$ cat src/rtl/clint_timer.sv
// rtl/clint_timer.sv - core-local interruptor: msip, mtime/mtimecmp and mtip on a simple memory bus
// mtime advances once per 2*(clk_divider_rtc+1) clocks; all bus accesses answer one cycle later.
module clint_timer #(
   parameter logic [31:0] clint_base_addr = 32'h0200_0000,
   parameter int          clk_divider_rtc = 4
) (
   input  logic        clock,
   input  logic        reset,
   input  logic        mem_valid,
   input  logic        mem_instr,
   input  logic [31:0] mem_addr,
   input  logic [31:0] mem_wdata,
   input  logic [3:0]  mem_wstrb,
   output logic [31:0] mem_rdata,
   output logic        mem_ready,
   output logic        clint_msip,
   output logic        clint_mtip
);

   localparam int CW = $clog2(clk_divider_rtc + 2);
   localparam logic [CW-1:0] DIV_MAX = CW'(clk_divider_rtc);

   localparam logic [29:0] W_MSIP     = 30'h0000;
   localparam logic [29:0] W_CMP_LO   = 30'h1000;
   localparam logic [29:0] W_CMP_HI   = 30'h1001;
   localparam logic [29:0] W_MTIME_LO = 30'h2FFE;
   localparam logic [29:0] W_MTIME_HI = 30'h2FFF;

   logic [CW-1:0] cnt_q, cnt_d;
   logic          phase_q, phase_d;
   logic [63:0]   mtime_q, mtime_d;
   logic [63:0]   mtimecmp_q, mtimecmp_d;
   logic          msip_q, msip_d;
   logic          ready_q, ready_d;
   logic [31:0]   rdata_q, rdata_d;
   logic          mtip_q, msip_out_q;

   logic [31:0] offset;
   logic [29:0] word;
   logic        wr_en, tick, wrap;
   logic [31:0] rd_val;
   logic        unused_bits;

   assign offset      = mem_addr - clint_base_addr;
   assign word        = offset[31:2];
   assign unused_bits = &{1'b0, mem_instr, offset[1:0]};
   assign wr_en       = mem_valid && (mem_wstrb != 4'b0000);
   assign wrap        = (cnt_q == DIV_MAX);
   assign tick        = wrap && !phase_q;

   function automatic logic [31:0] merge(input logic [31:0] old_v, input logic [31:0] new_v,
                                         input logic [3:0] strb);
      logic [31:0] res;
      res = old_v;
      for (int b = 0; b < 4; b++) begin
         if (strb[b]) res[b*8 +: 8] = new_v[b*8 +: 8];
      end
      return res;
   endfunction

   always_comb begin
      rd_val = 32'h0;
      case (word)
         W_MSIP:     rd_val = {31'h0, msip_q};
         W_CMP_LO:   rd_val = mtimecmp_q[31:0];
         W_CMP_HI:   rd_val = mtimecmp_q[63:32];
         W_MTIME_LO: rd_val = mtime_q[31:0];
         W_MTIME_HI: rd_val = mtime_q[63:32];
         default:    rd_val = 32'h0;
      endcase
   end

   always_comb begin
      cnt_d      = wrap ? '0 : cnt_q + 1'b1;
      phase_d    = wrap ? ~phase_q : phase_q;
      mtime_d    = tick ? mtime_q + 64'd1 : mtime_q;
      mtimecmp_d = mtimecmp_q;
      msip_d     = msip_q;
      // A bus write to either mtime half overrides the whole tick increment.
      if (wr_en) begin
         case (word)
            W_MSIP:     msip_d = mem_wstrb[0] ? mem_wdata[0] : msip_q;
            W_CMP_LO:   mtimecmp_d[31:0]  = merge(mtimecmp_q[31:0], mem_wdata, mem_wstrb);
            W_CMP_HI:   mtimecmp_d[63:32] = merge(mtimecmp_q[63:32], mem_wdata, mem_wstrb);
            W_MTIME_LO: mtime_d = {mtime_q[63:32], merge(mtime_q[31:0], mem_wdata, mem_wstrb)};
            W_MTIME_HI: mtime_d = {merge(mtime_q[63:32], mem_wdata, mem_wstrb), mtime_q[31:0]};
            default:    ;
         endcase
      end
      ready_d = mem_valid;
      rdata_d = mem_valid ? rd_val : 32'h0;
   end

   always_ff @(posedge clock) begin
      if (reset) begin
         cnt_q      <= '0;
         phase_q    <= 1'b0;
         mtime_q    <= 64'h0;
         mtimecmp_q <= 64'hFFFF_FFFF_FFFF_FFFF;
         msip_q     <= 1'b0;
         ready_q    <= 1'b0;
         rdata_q    <= 32'h0;
         mtip_q     <= 1'b0;
         msip_out_q <= 1'b0;
      end else begin
         cnt_q      <= cnt_d;
         phase_q    <= phase_d;
         mtime_q    <= mtime_d;
         mtimecmp_q <= mtimecmp_d;
         msip_q     <= msip_d;
         ready_q    <= ready_d;
         rdata_q    <= rdata_d;
         mtip_q     <= (mtime_q >= mtimecmp_q);
         msip_out_q <= msip_q;
      end
   end

   assign mem_ready  = ready_q;
   assign mem_rdata  = rdata_q;
   assign clint_mtip = mtip_q;
   assign clint_msip = msip_out_q;

endmodule

$ cat config.mk
export PLATFORM = sky130hd
export DESIGN_NAME = clint_timer
export DESIGN_NICKNAME = d
export VERILOG_FILES = /design/src/rtl/clint_timer.sv
export SDC_FILE = /design/constraint.sdc
export NUM_CORES = 1
export LEC_CHECK = 0
export ABC_AREA = 1
export CORE_MARGIN = 2
export CORE_UTILIZATION = 30
export DETAILED_ROUTE_END_ITERATION = 12
export HOLD_SLACK_MARGIN = 0.05
export REMOVE_ABC_BUFFERS = 1
export SLEW_MARGIN = 5
export SYNTH_ARGS = -nofsm -noshare
export SYNTH_HDL_FRONTEND = slang
export SYNTH_SLANG_ARGS = --single-unit
$ cat constraint.sdc
create_clock -name clock -period 2.3 [get_ports clock]
set_clock_uncertainty 0.2 [all_clocks]
set_input_delay 0.345 -clock clock [delete_from_list [all_inputs] [get_ports clock]]
set_output_delay 0.345 -clock clock [all_outputs]
set_load 0.01 [all_outputs]
==> run metrics, run 1 <==
CP max stage delay 0.33 ns; post-synthesis cell count 1949; detailed placer's ending HPWL 37600 um; post-DR vias/cell 4.97; clock slew seen by the registers of the worst setup and hold paths 0.07 ns; total leakage power 0.00766 uW; largest area contributor in the netlist dfxtp_1; placed cells 2692; CP dominant cell by count nor2_1; vias 13600; Power Total 6410 uW; first-pass GRT wire length 73500 um; setup_tns 0 ns; CTS sink count 168; routed length per instance 17.3 um; startpoint type of the worst setup path register; Mapped Avg Cell Area 6.19 sq um; status finished clean; unrepaired setup endpoints after global routing true; Util after Layout 40.2%; initial core utilization 30.4%; Mapped Area 12100 sq um; IO Count 107; vias in the first global route 13100; Hold Slack 0.254 ns; endpoints failing setup 0; Final GP Congestion 0.982; Ys Warns 0; CP Cell Sequence inv_2 -> ha_4 -> nand2_4 -> nor2_4 -> buf_6 -> nand2_1 -> nor2_4 -> nand3_2 -> buf_4 -> xor2_1 -> nor2_1 -> nor2_1 -> nor2_1; Crit Path Category reg -> reg; IO buf count 103; site row count 73; post-synthesis sequential area ratio 27.9%; fmax 446 MHz; Pwr Density 401 nW/um^2; initial antenna violation count 0; Yosys cell types 42; Slew Viols, Final 0; largest net degree at the start of global routing 44; area delta synth->final 32.2%; DRT iter0 DRCs 1290; CTS buffer count 17; Worst Path Arrival 2.39 ns; gr ovfl total 0; final worst path period share 97.5%; DIE AREA 41900 sq um; total core area 39700 sq um; Hold Fails Final Rpt 0; Worst EP required 2.45 ns; DRT Wirelength 47400 um; share of cells above drive strength 1 15.2%; # diodes 0; gr usage total 22.8%; worst-skew pair later-pin latency 0.46 ns; Die Ht 205 um; area share of the largest cell type after synthesis 27.9%; Max IR drop VDD 0.488 mV; Antenna Nets Post-Route 0; Worst setup EP type register; class of the worst hold path reg -> reg; DRC 0; Least-Margin Pin Slew 0.471 ns; #FFs+latches synth 168; Slowest cell on crit path dfxtp_2; top post-synthesis cells by area dfxtp_1 28%, nand2_1 15%, nor2_1 11%; Non-Filler Instances 2730; Slew HR 68.5%; worst-path fanout max 7; clock root buffer clkbuf_16; max cap viols 0; Tmin final 2.24 ns; CTS tree done; Die Width 205 um; DRT Pass-1 Iters 5; Nets 2332; CTS Buffer Depth 2; H-tree depth 4
## state kept, by name (all words and copies together) (netlist names)
| signal | cells |
|---|---|
| clint_mtip | 1 |
| mtimecmp_q | 64 |
| mtime_q | 64 |
| clint_msip | 1 |
| mem_rdata | 32 |
| cnt_q | 3 |
| phase_q | 1 |
| msip_q | 1 |
| mem_ready | 1 |
## layer usage
metal	global-route usage [%]	part of all wire, %
met5	0	0
met4	6.81	2.2
met3	3.13	6.2
met2	37.9	46
met1	30.7	45
## repair_timing
action                     4_1_cts  5_1_grt
buffers inserted                 2        2
cloned                           2        0
setup endpoints to repair      143      144
pin swaps                        3       15
hold buffers                     0        0
resized for setup               26       41
hold endpoints to repair         0        0
## logic make-up (layout without fill, tap and decap cells)
| group | count (synthesis) | after routing | share of synthesized area (%) |
|---|---|---|---|
| AOI/OAI and AO/OA | 220 | 220 | 11.4 |
| xor gates and xnor gates | 22 | 22 | 1.60 |
| adders and majority gates | 68 | 68 | 7.05 |
| buffers and inverters | 334 | 589 | 11.4 |
| DFF | 168 | 168 | 27.9 |
| and+or+nand+nor | 1137 | 1138 | 40.7 |
## power by group
part,switching [uW],internal [uW]
clock network,1360,1640
registers,8.02,2920
logic,264,224
## worst max-delay path: cells and delay by family, from the launching register on
family | cells | cell delay (ns)
xor gates and xnor gates | 1 | 0.16
adders and majority gates | 1 | 0.15
buffers and inverters | 3 | 0.41
DFF | 1 | 0.33
and+or+nand+nor | 8 | 0.87
## cell usage in the layout (no fill, tap or decap), types with 2 or more instances in the layout
master and count:
buf_6 3, nand2_1 481, nor2_1 332, o21ai_0 81
clkinv_4 3, buf_12 28, dfxtp_1 161, o21a_1 3
ha_1 65, a21oi_2 8, nand4_1 41, nand3_1 183
o211ai_1 37, nor3_1 31, nor2_4 14, clkinvlp_4 3
o211ai_2 16, ha_4 2, inv_2 14, buf_4 151
bufinv_16 2, nand2_2 16, inv_4 5, xor2_1 21
nand3_2 8, o21ai_4 3, inv_1 251, dfxtp_2 7
a21oi_1 69, clkdlybuf4s50_1 101, clkinv_2 2, nor3_2 4
inv_6 3, clkbuf_16 17, nor2_2 7, nand2_4 11
nand3b_1 2
## stage by stage
stage	area [sq um]	setup WS [ns]
6_report	16000	0.0566
2_1_floorplan	11700	-0.988
3_5_place_dp	15100	-0.677
4_1_cts	15800	0.000397
3_3_place_gp	15100	-0.655
5_1_grt	16000	-0.0301
## Yosys cell counts, drive strengths merged
cell type  number
xor2           21
a21o            1
nand4          42
inv           269
nand3         192
ha             68
and3            1
o21a            3
clkinv          1
nand2         508
nor2          353
nor3           36
dfxtp         168
clkbuf         27
nand3b          2
o21bai          1
o211ai         53
buf            37
and2            1
xnor2           1
nor4            2
o21ai          85
a21oi          77
## worst paths after layout
kind,startpoint,end,slack [ns],cells after the start
max,cnt_q[1]$_SDFF_PP0_,mtime_q[30]$_SDFFE_PP0P_,0.06,13
min,msip_q$_SDFFE_PP0P_,clint_msip$_SDFF_PP0_,0.25,2
max reg2reg,cnt_q[1]$_SDFF_PP0_,mtime_q[30]$_SDFFE_PP0P_,0.06,13
min reg2reg,msip_q$_SDFFE_PP0P_,clint_msip$_SDFF_PP0_,0.25,2
## layout make-up
class,count,area (sq um)
inverters,270,1030
flip-flops and latches,168,3370
repair buffers,287,2800
clock buffers,19,443
well taps,525,657
fillers,4216,23800
multi-input cells,1448,7520
clock inverters,13,145
No activity file was read; power rests on OpenSTA's default activity.
==> run 2: changes to the inputs <==
--- a/config.mk
+++ b/config.mk
@@ -9,9 +9,9 @@
 export CORE_MARGIN = 2
 export CORE_UTILIZATION = 30
 export DETAILED_ROUTE_END_ITERATION = 12
+export GPL_TIMING_DRIVEN = 0
 export HOLD_SLACK_MARGIN = 0.05
 export REMOVE_ABC_BUFFERS = 1
-export SLEW_MARGIN = 5
 export SYNTH_ARGS = -nofsm -noshare
 export SYNTH_HDL_FRONTEND = slang
 export SYNTH_SLANG_ARGS = --single-unit
==> constraint.sdc (replaced) <==
create_clock -name clock -period 2 [get_ports clock]
set_clock_uncertainty 0.2 [all_clocks]
set_input_delay 0.3 -clock clock [delete_from_list [all_inputs] [get_ports clock]]
set_output_delay 0.3 -clock clock [all_outputs]
set_load 0.01 [all_outputs]
==> run 2 against run 1 <==
The flow now finishes with violations (setup timing). Power grew 22%. Flip-flop and latch count unchanged. Routed wire length rose by 24%. Global-route usage grew 3.3 points. Cell area grew 14%. Via count up 9.2%. Critical path depth up 1. Setup slack got worse by 0.26 ns. Largest cell class unchanged.
==> run metrics, run 2 (same netlist as run 1, synthesis figures left out) <==
status finished, violations left (was finished clean); failing checks setup timing; DRC 0 (unchanged); Slew HR 58.1% (was 68.5%); Worst Hold Depth 5 (was 2); Pint 5920 uW (was 4780 uW); Sw Pwr 1910 uW (was 1630 uW); initial antenna violation count 1 (was 0); Worst EP required 2.19 ns (was 2.45 ns); clock root buffer clkbuf_16 (unchanged); DIE AREA 41900 sq um (unchanged); largest net degree at the start of global routing 107 (was 44); Tmin final 2.20 ns; fmax 454 MHz; gr ovfl total 0 (unchanged); Die Ht 205 um (unchanged); CTS buffer count 17 (unchanged); site row count 73 (unchanged); DRT Wirelength 58900 um (was 47400 um); total core area 39700 sq um (unchanged); vias in the first global route 14000 (was 13100); DRT Pass-1 Iters 7 (was 5); most common cell after layout, fill and taps aside nand2_1 (unchanged); Hold Fails Final Rpt 0 (unchanged); area delta synth->final 50.8% (was 32.2%); clock slew seen by the registers of the worst setup and hold paths 0.07 ns (about the same); startpoint type of the worst setup path primary input (was register); CTS sink count 168 (unchanged); FILL cells 3802 (was 4216); register area 3440 sq um (was 3370 sq um); FF-to-FF path depth 13 (unchanged); Worst setup EP type register (unchanged); Util after Layout 45.8% (was 40.2%); DRT iter0 DRCs 1815 (was 1290); clock network power share 48.7% (was 46.7%); class of the worst hold path in -> reg (was reg -> reg); first-pass GRT wire length 82500 um (was 73500 um); endpoints failing setup 80 (was 0); H-tree depth 4 (unchanged); initial core utilization 30.4% (unchanged); Die Width 205 um (unchanged); Crit Path Category in -> reg (was reg -> reg); detailed placer's ending HPWL 33200 um (was 37600 um); Max IR drop VDD 0.527 mV (was 0.488 mV); CTS hold repair buffers 0 (unchanged); post-DR vias/cell 5.44 (was 4.97); Final GP Congestion 0.953 (was 0.982); Setup WS post-layout -0.203 ns (was 0.0566 ns); share of cells above drive strength 1 27.9% (was 15.2%); IO Count 107 (unchanged); Worst Path Arrival 2.40 ns (was 2.39 ns); Power Total 7840 uW (was 6410 uW); Pwr Density 430 nW/um^2 (was 401 nW/um^2); max cap viols 0 (unchanged); Reg power frac 42.8% (was 45.7%); CTS Buffer Depth 2 (unchanged); combinational share of power 8.4% (was 7.6%); switch share 24.4% (was 25.4%); total leakage power 0.00815 uW (was 0.00766 uW); Slew Viols, Final 0 (unchanged); CTS tree done (unchanged); final worst path period share 110%; Least-Margin Pin Slew 0.628 ns (was 0.471 ns); setup_tns -8.09 ns (was 0 ns); Nets 2330 (was 2332); IO buf count 103 (unchanged); worst-skew pair later-pin latency 0.46 ns (about the same); vias 14800 (was 13600); gr usage total 26.2% (was 22.8%); Antenna Nets Post-Route 0 (unchanged); worst-path fanout max 6 (was 7); unrepaired setup endpoints after global routing true (unchanged); Hold Slack 0.212 ns (was 0.254 ns); Multi-input gate area 9280 sq um (was 7520 sq um); commonest non-fill, non-tap cells in the layout 428 x nand2_1, 253 x nor2_1, 230 x inv_1 (was 481 x nand2_1, 332 x nor2_1, 251 x inv_1); routed length per instance 21.6 um (was 17.3 um)
## run 2: routing by layer
| layer | GRT usage [%] | share of wire, % |
|---|---|---|
| met5 | 0 | 0 |
| met1 | 32.5 | 38 |
| met3 | 5.33 | 11 |
| met2 | 40.8 | 43 |
| met4 | 17.7 | 7.8 |
## run 2: what timing repair did
item / 4_1_cts / 5_1_grt
buffers inserted: 123 / 39
pin swaps: 109 / 134
cloned: 17 / 10
endpoints found under the setup margin: 162 / 162
resized for setup: 364 / 302
## run 2: through the flow
| stage | worst slack [ns] | instances | cell area [sq um] |
|---|---|---|---|
| 4_1_cts | -0.132 | 2685 | 16900 |
| 5_1_grt | -0.255 | 2727 | 18200 |
| 2_1_floorplan | -1.24 | 1885 | 11700 |
| 3_5_place_dp | -3.58 | 2517 | 13500 |
| 6_report | -0.203 | 2727 | 18200 |
| 3_3_place_gp | -3.76 | 2513 | 13400 |
## run 2: worst paths after layout
check	start	endpoint	slack [ns]
setup / recovery	mem_wstrb[3]	mtime_q[29]$_SDFFE_PP0P_	-0.20
hold / removal	mem_wstrb[2]	mtimecmp_q[17]$_SDFFE_PP1P_	0.21
setup reg to reg	cnt_q[1]$_SDFF_PP0_	mtime_q[29]$_SDFFE_PP0P_	-0.18
hold reg to reg	msip_q$_SDFFE_PP0P_	clint_msip$_SDFF_PP0_	0.29
## run 2: power by group through the flow
stage / logic [uW] / clock network [uW] / registers, uW
final: 662 / 3820 / 3360
after global routing: 697 / 3970 / 3360
after CTS: 572 / 3850 / 3360
after detailed placement: 447 / 0 / 3440
after global placement: 465 / 0 / 3440
after floorplan: 210 / 0 / 3440
## run 2: final cells by class
cell class | instances | share of cell area, %
clock inverter | 7 | 0.914
multi-input combinational | 1462 | 51.0
timing repair buffer | 267 | 16.2
clock buffer | 23 | 2.63
antenna | 1 | 0.0137
inverter | 270 | 6.46
tap | 525 | 3.61
sequential | 168 | 18.9
timing repair inverter | 4 | 0.344
## run 2: critical path, cell delays in order
cell and delay (ns):
dlygate4sd2_1 0.28, inv_2 0.08, nand4_1 0.27, nand2_8 0.18
clkinvlp_4 0.09, buf_4 0.17, buf_4 0.17, nand3_4 0.14
nand2_8 0.10, buf_4 0.15, buf_6 0.13, nor2_1 0.17
nor2_1 0.07, nor2_1 0.07
==> run 3: changes to the inputs <==
--- a/config.mk
+++ b/config.mk
@@ -6,10 +6,10 @@
 export NUM_CORES = 1
 export LEC_CHECK = 0
 export ABC_AREA = 1
+export CAP_MARGIN = 0
 export CORE_MARGIN = 2
 export CORE_UTILIZATION = 30
 export DETAILED_ROUTE_END_ITERATION = 12
-export GPL_TIMING_DRIVEN = 0
 export HOLD_SLACK_MARGIN = 0.05
 export REMOVE_ABC_BUFFERS = 1
 export SYNTH_ARGS = -nofsm -noshare
==> run 3 against run 2 <==
The run still ends with setup timing left. Core utilization grew 0.72 points. Critical path depth is the same. Fmax grew 0.63%. First-iteration DRC count shrank 42%. Cell area grew 1.6%.
==> run metrics, run 3 (same netlist as run 1, synthesis figures left out) <==
worst-skew pair later-pin latency 0.48 ns (was 0.46 ns); IO Count 107 (unchanged); share of cells above drive strength 1 30.5% (was 27.9%); unrepaired setup endpoints after global routing true (unchanged); Reg power frac 45.6% (was 42.8%); Slew HR 70.1% (was 58.1%); combinational share of power 8.7% (was 8.4%); site row count 73 (unchanged); gr ovfl total 0 (unchanged); clock root buffer clkbuf_16 (unchanged); Non-Filler Instances 2892 (was 2727); Tmin final 2.19 ns (was 2.20 ns); status finished, violations left (unchanged); DRT iter0 DRCs 1061 (was 1815); total core area 39700 sq um (unchanged); Worst Path Arrival 2.36 ns (was 2.40 ns); Nets 2493 (was 2330); Pwr Density 399 nW/um^2 (was 430 nW/um^2); Hold Slack 0.202 ns (was 0.212 ns); DIE AREA 41900 sq um (unchanged); CTS tree done (unchanged); Placed Area 15900 sq um (was 13500 sq um); vias 14400 (was 14800); Worst EP required 2.17 ns (was 2.19 ns); placed cells 2807 (was 2517); max cap viols 0 (unchanged); initial antenna violation count 1 (unchanged); Util after Layout 46.5% (was 45.8%); Max IR drop VDD 0.586 mV (was 0.527 mV); failing checks setup timing (unchanged); fmax 457 MHz (was 454 MHz); CTS sink count 168 (unchanged); commonest non-fill, non-tap cells in the layout 438 x nand2_1, 296 x nor2_1, 270 x buf_4 (was 428 x nand2_1, 253 x nor2_1, 230 x inv_1); Die Ht 205 um (unchanged); Die Width 205 um (unchanged); clock slew seen by the registers of the worst setup and hold paths 0.08 ns (was 0.07 ns); most common cell after layout, fill and taps aside nand2_1 (unchanged); IO buf count 103 (unchanged); Sw Pwr 2030 uW (was 1910 uW); Worst setup EP type register (unchanged); detailed placer's ending HPWL 38600 um (was 33200 um); startpoint type of the worst setup path register (was primary input); Pint 5340 uW (was 5920 uW); largest net degree at the start of global routing 44 (was 107); DRT Pass-1 Iters 5 (was 7); total leakage power 0.00875 uW (was 0.00815 uW); Antenna Nets Post-Route 0 (unchanged); H-tree depth 4 (unchanged); CTS Buffer Depth 2 (unchanged); Final GP Congestion 0.980 (was 0.953); switch share 27.6% (was 24.4%); CTS hold repair buffers 0 (unchanged); design area 18500 sq um (was 18200 sq um); FILL cells 3976 (was 3802); gr usage total 23.8% (was 26.2%); initial core utilization 30.4% (unchanged); clock network power share 45.8% (was 48.7%); Hold Fails Final Rpt 0 (unchanged); worst-path fanout max 7 (was 6); DRC 0 (unchanged); class of the worst hold path in -> reg (unchanged); DRT Wirelength 50700 um (was 58900 um); Crit Path Category reg -> reg (was in -> reg); routed length per instance 17.5 um (was 21.6 um); final worst path period share 109% (was 110%); Least-Margin Pin Slew 0.445 ns (was 0.628 ns); post-DR vias/cell 4.98 (was 5.44); first-pass GRT wire length 76600 um (was 82500 um); endpoints failing setup 50 (was 80); vias in the first global route 13900 (was 14000); CTS buffer count 17 (unchanged); Slew Viols, Final 0 (unchanged); area delta synth->final 53.2% (was 50.8%); Setup WS post-layout -0.189 ns (was -0.203 ns); setup_tns -3.87 ns (was -8.09 ns)
## run 3: cell type report
type                            count  area, sq um  area share (%)
Antenna cell                        1         2.50          0.0135
Sequential cell                   168         3420            18.5
Clock buffer                       20          457            2.47
Tap cell                          525          657            3.55
Multi-Input combinational cell   1449         8520            46.1
Inverter                          270         1060            5.74
Timing Repair Buffer              447         4260            23.0
Clock inverter                     12          110           0.596
## run 3: per-stage QoR
stage | power, uW | setup slack [ns]
CTS | 7390 | -0.180
global route | 7590 | -0.251
global placement | 3970 | -0.903
floorplan | 3650 | -1.24
finish | 7370 | -0.189
detailed placement | 3980 | -0.934
## run 3: final timing paths
kind	from	cells past startpoint	slack, ns	endpoint
worst min register to register	msip_q$_SDFFE_PP0P_	2	0.26	clint_msip$_SDFF_PP0_
worst max register to register	cnt_q[0]$_SDFF_PP0_	14	-0.19	mtime_q[21]$_SDFFE_PP0P_
worst min-delay path	mem_wdata[31]	3	0.20	mtimecmp_q[63]$_SDFFE_PP1P_
worst max-delay path	cnt_q[0]$_SDFF_PP0_	14	-0.19	mtime_q[21]$_SDFFE_PP0P_
## run 3: repair_timing
| action | 4_1_cts | 5_1_grt |
|---|---|---|
| endpoints found under the setup margin | 162 | 154 |
| resized for setup | 206 | 218 |
| cloned | 5 | 2 |
| buffers inserted | 32 | 19 |
| pin swaps | 68 | 110 |
## run 3: worst max-delay path, stage by stage, from the launching register on
cell	delay [ns]
dfxtp_2	0.33
inv_2	0.06
ha_4	0.14
nand2_4	0.05
nor2_4	0.15
buf_8	0.16
buf_4	0.13
nand3_4	0.08
nor2_4	0.22
buf_6	0.13
buf_6	0.09
xor2_1	0.14
nor2_1	0.06
nor2_1	0.08
nor2_1	0.05
## run 3: power by group through the flow
stage / Combinational [uW] / Clock [uW] / Sequential, uW
floorplan: 210 / 0 / 3440
global placement: 537 / 0 / 3440
detailed placement: 542 / 0 / 3440
CTS: 592 / 3440 / 3360
global route: 685 / 3550 / 3360
finish: 638 / 3380 / 3360
## run 3: metal layers
layer	vias up	global-route usage, %	part of all wire, %
met5	-	0	0
met4	0	9.70	3.1
met3	86	3.15	6.0
met2	479	39.8	48
met1	6767	30.8	43
li1	7068	-	-
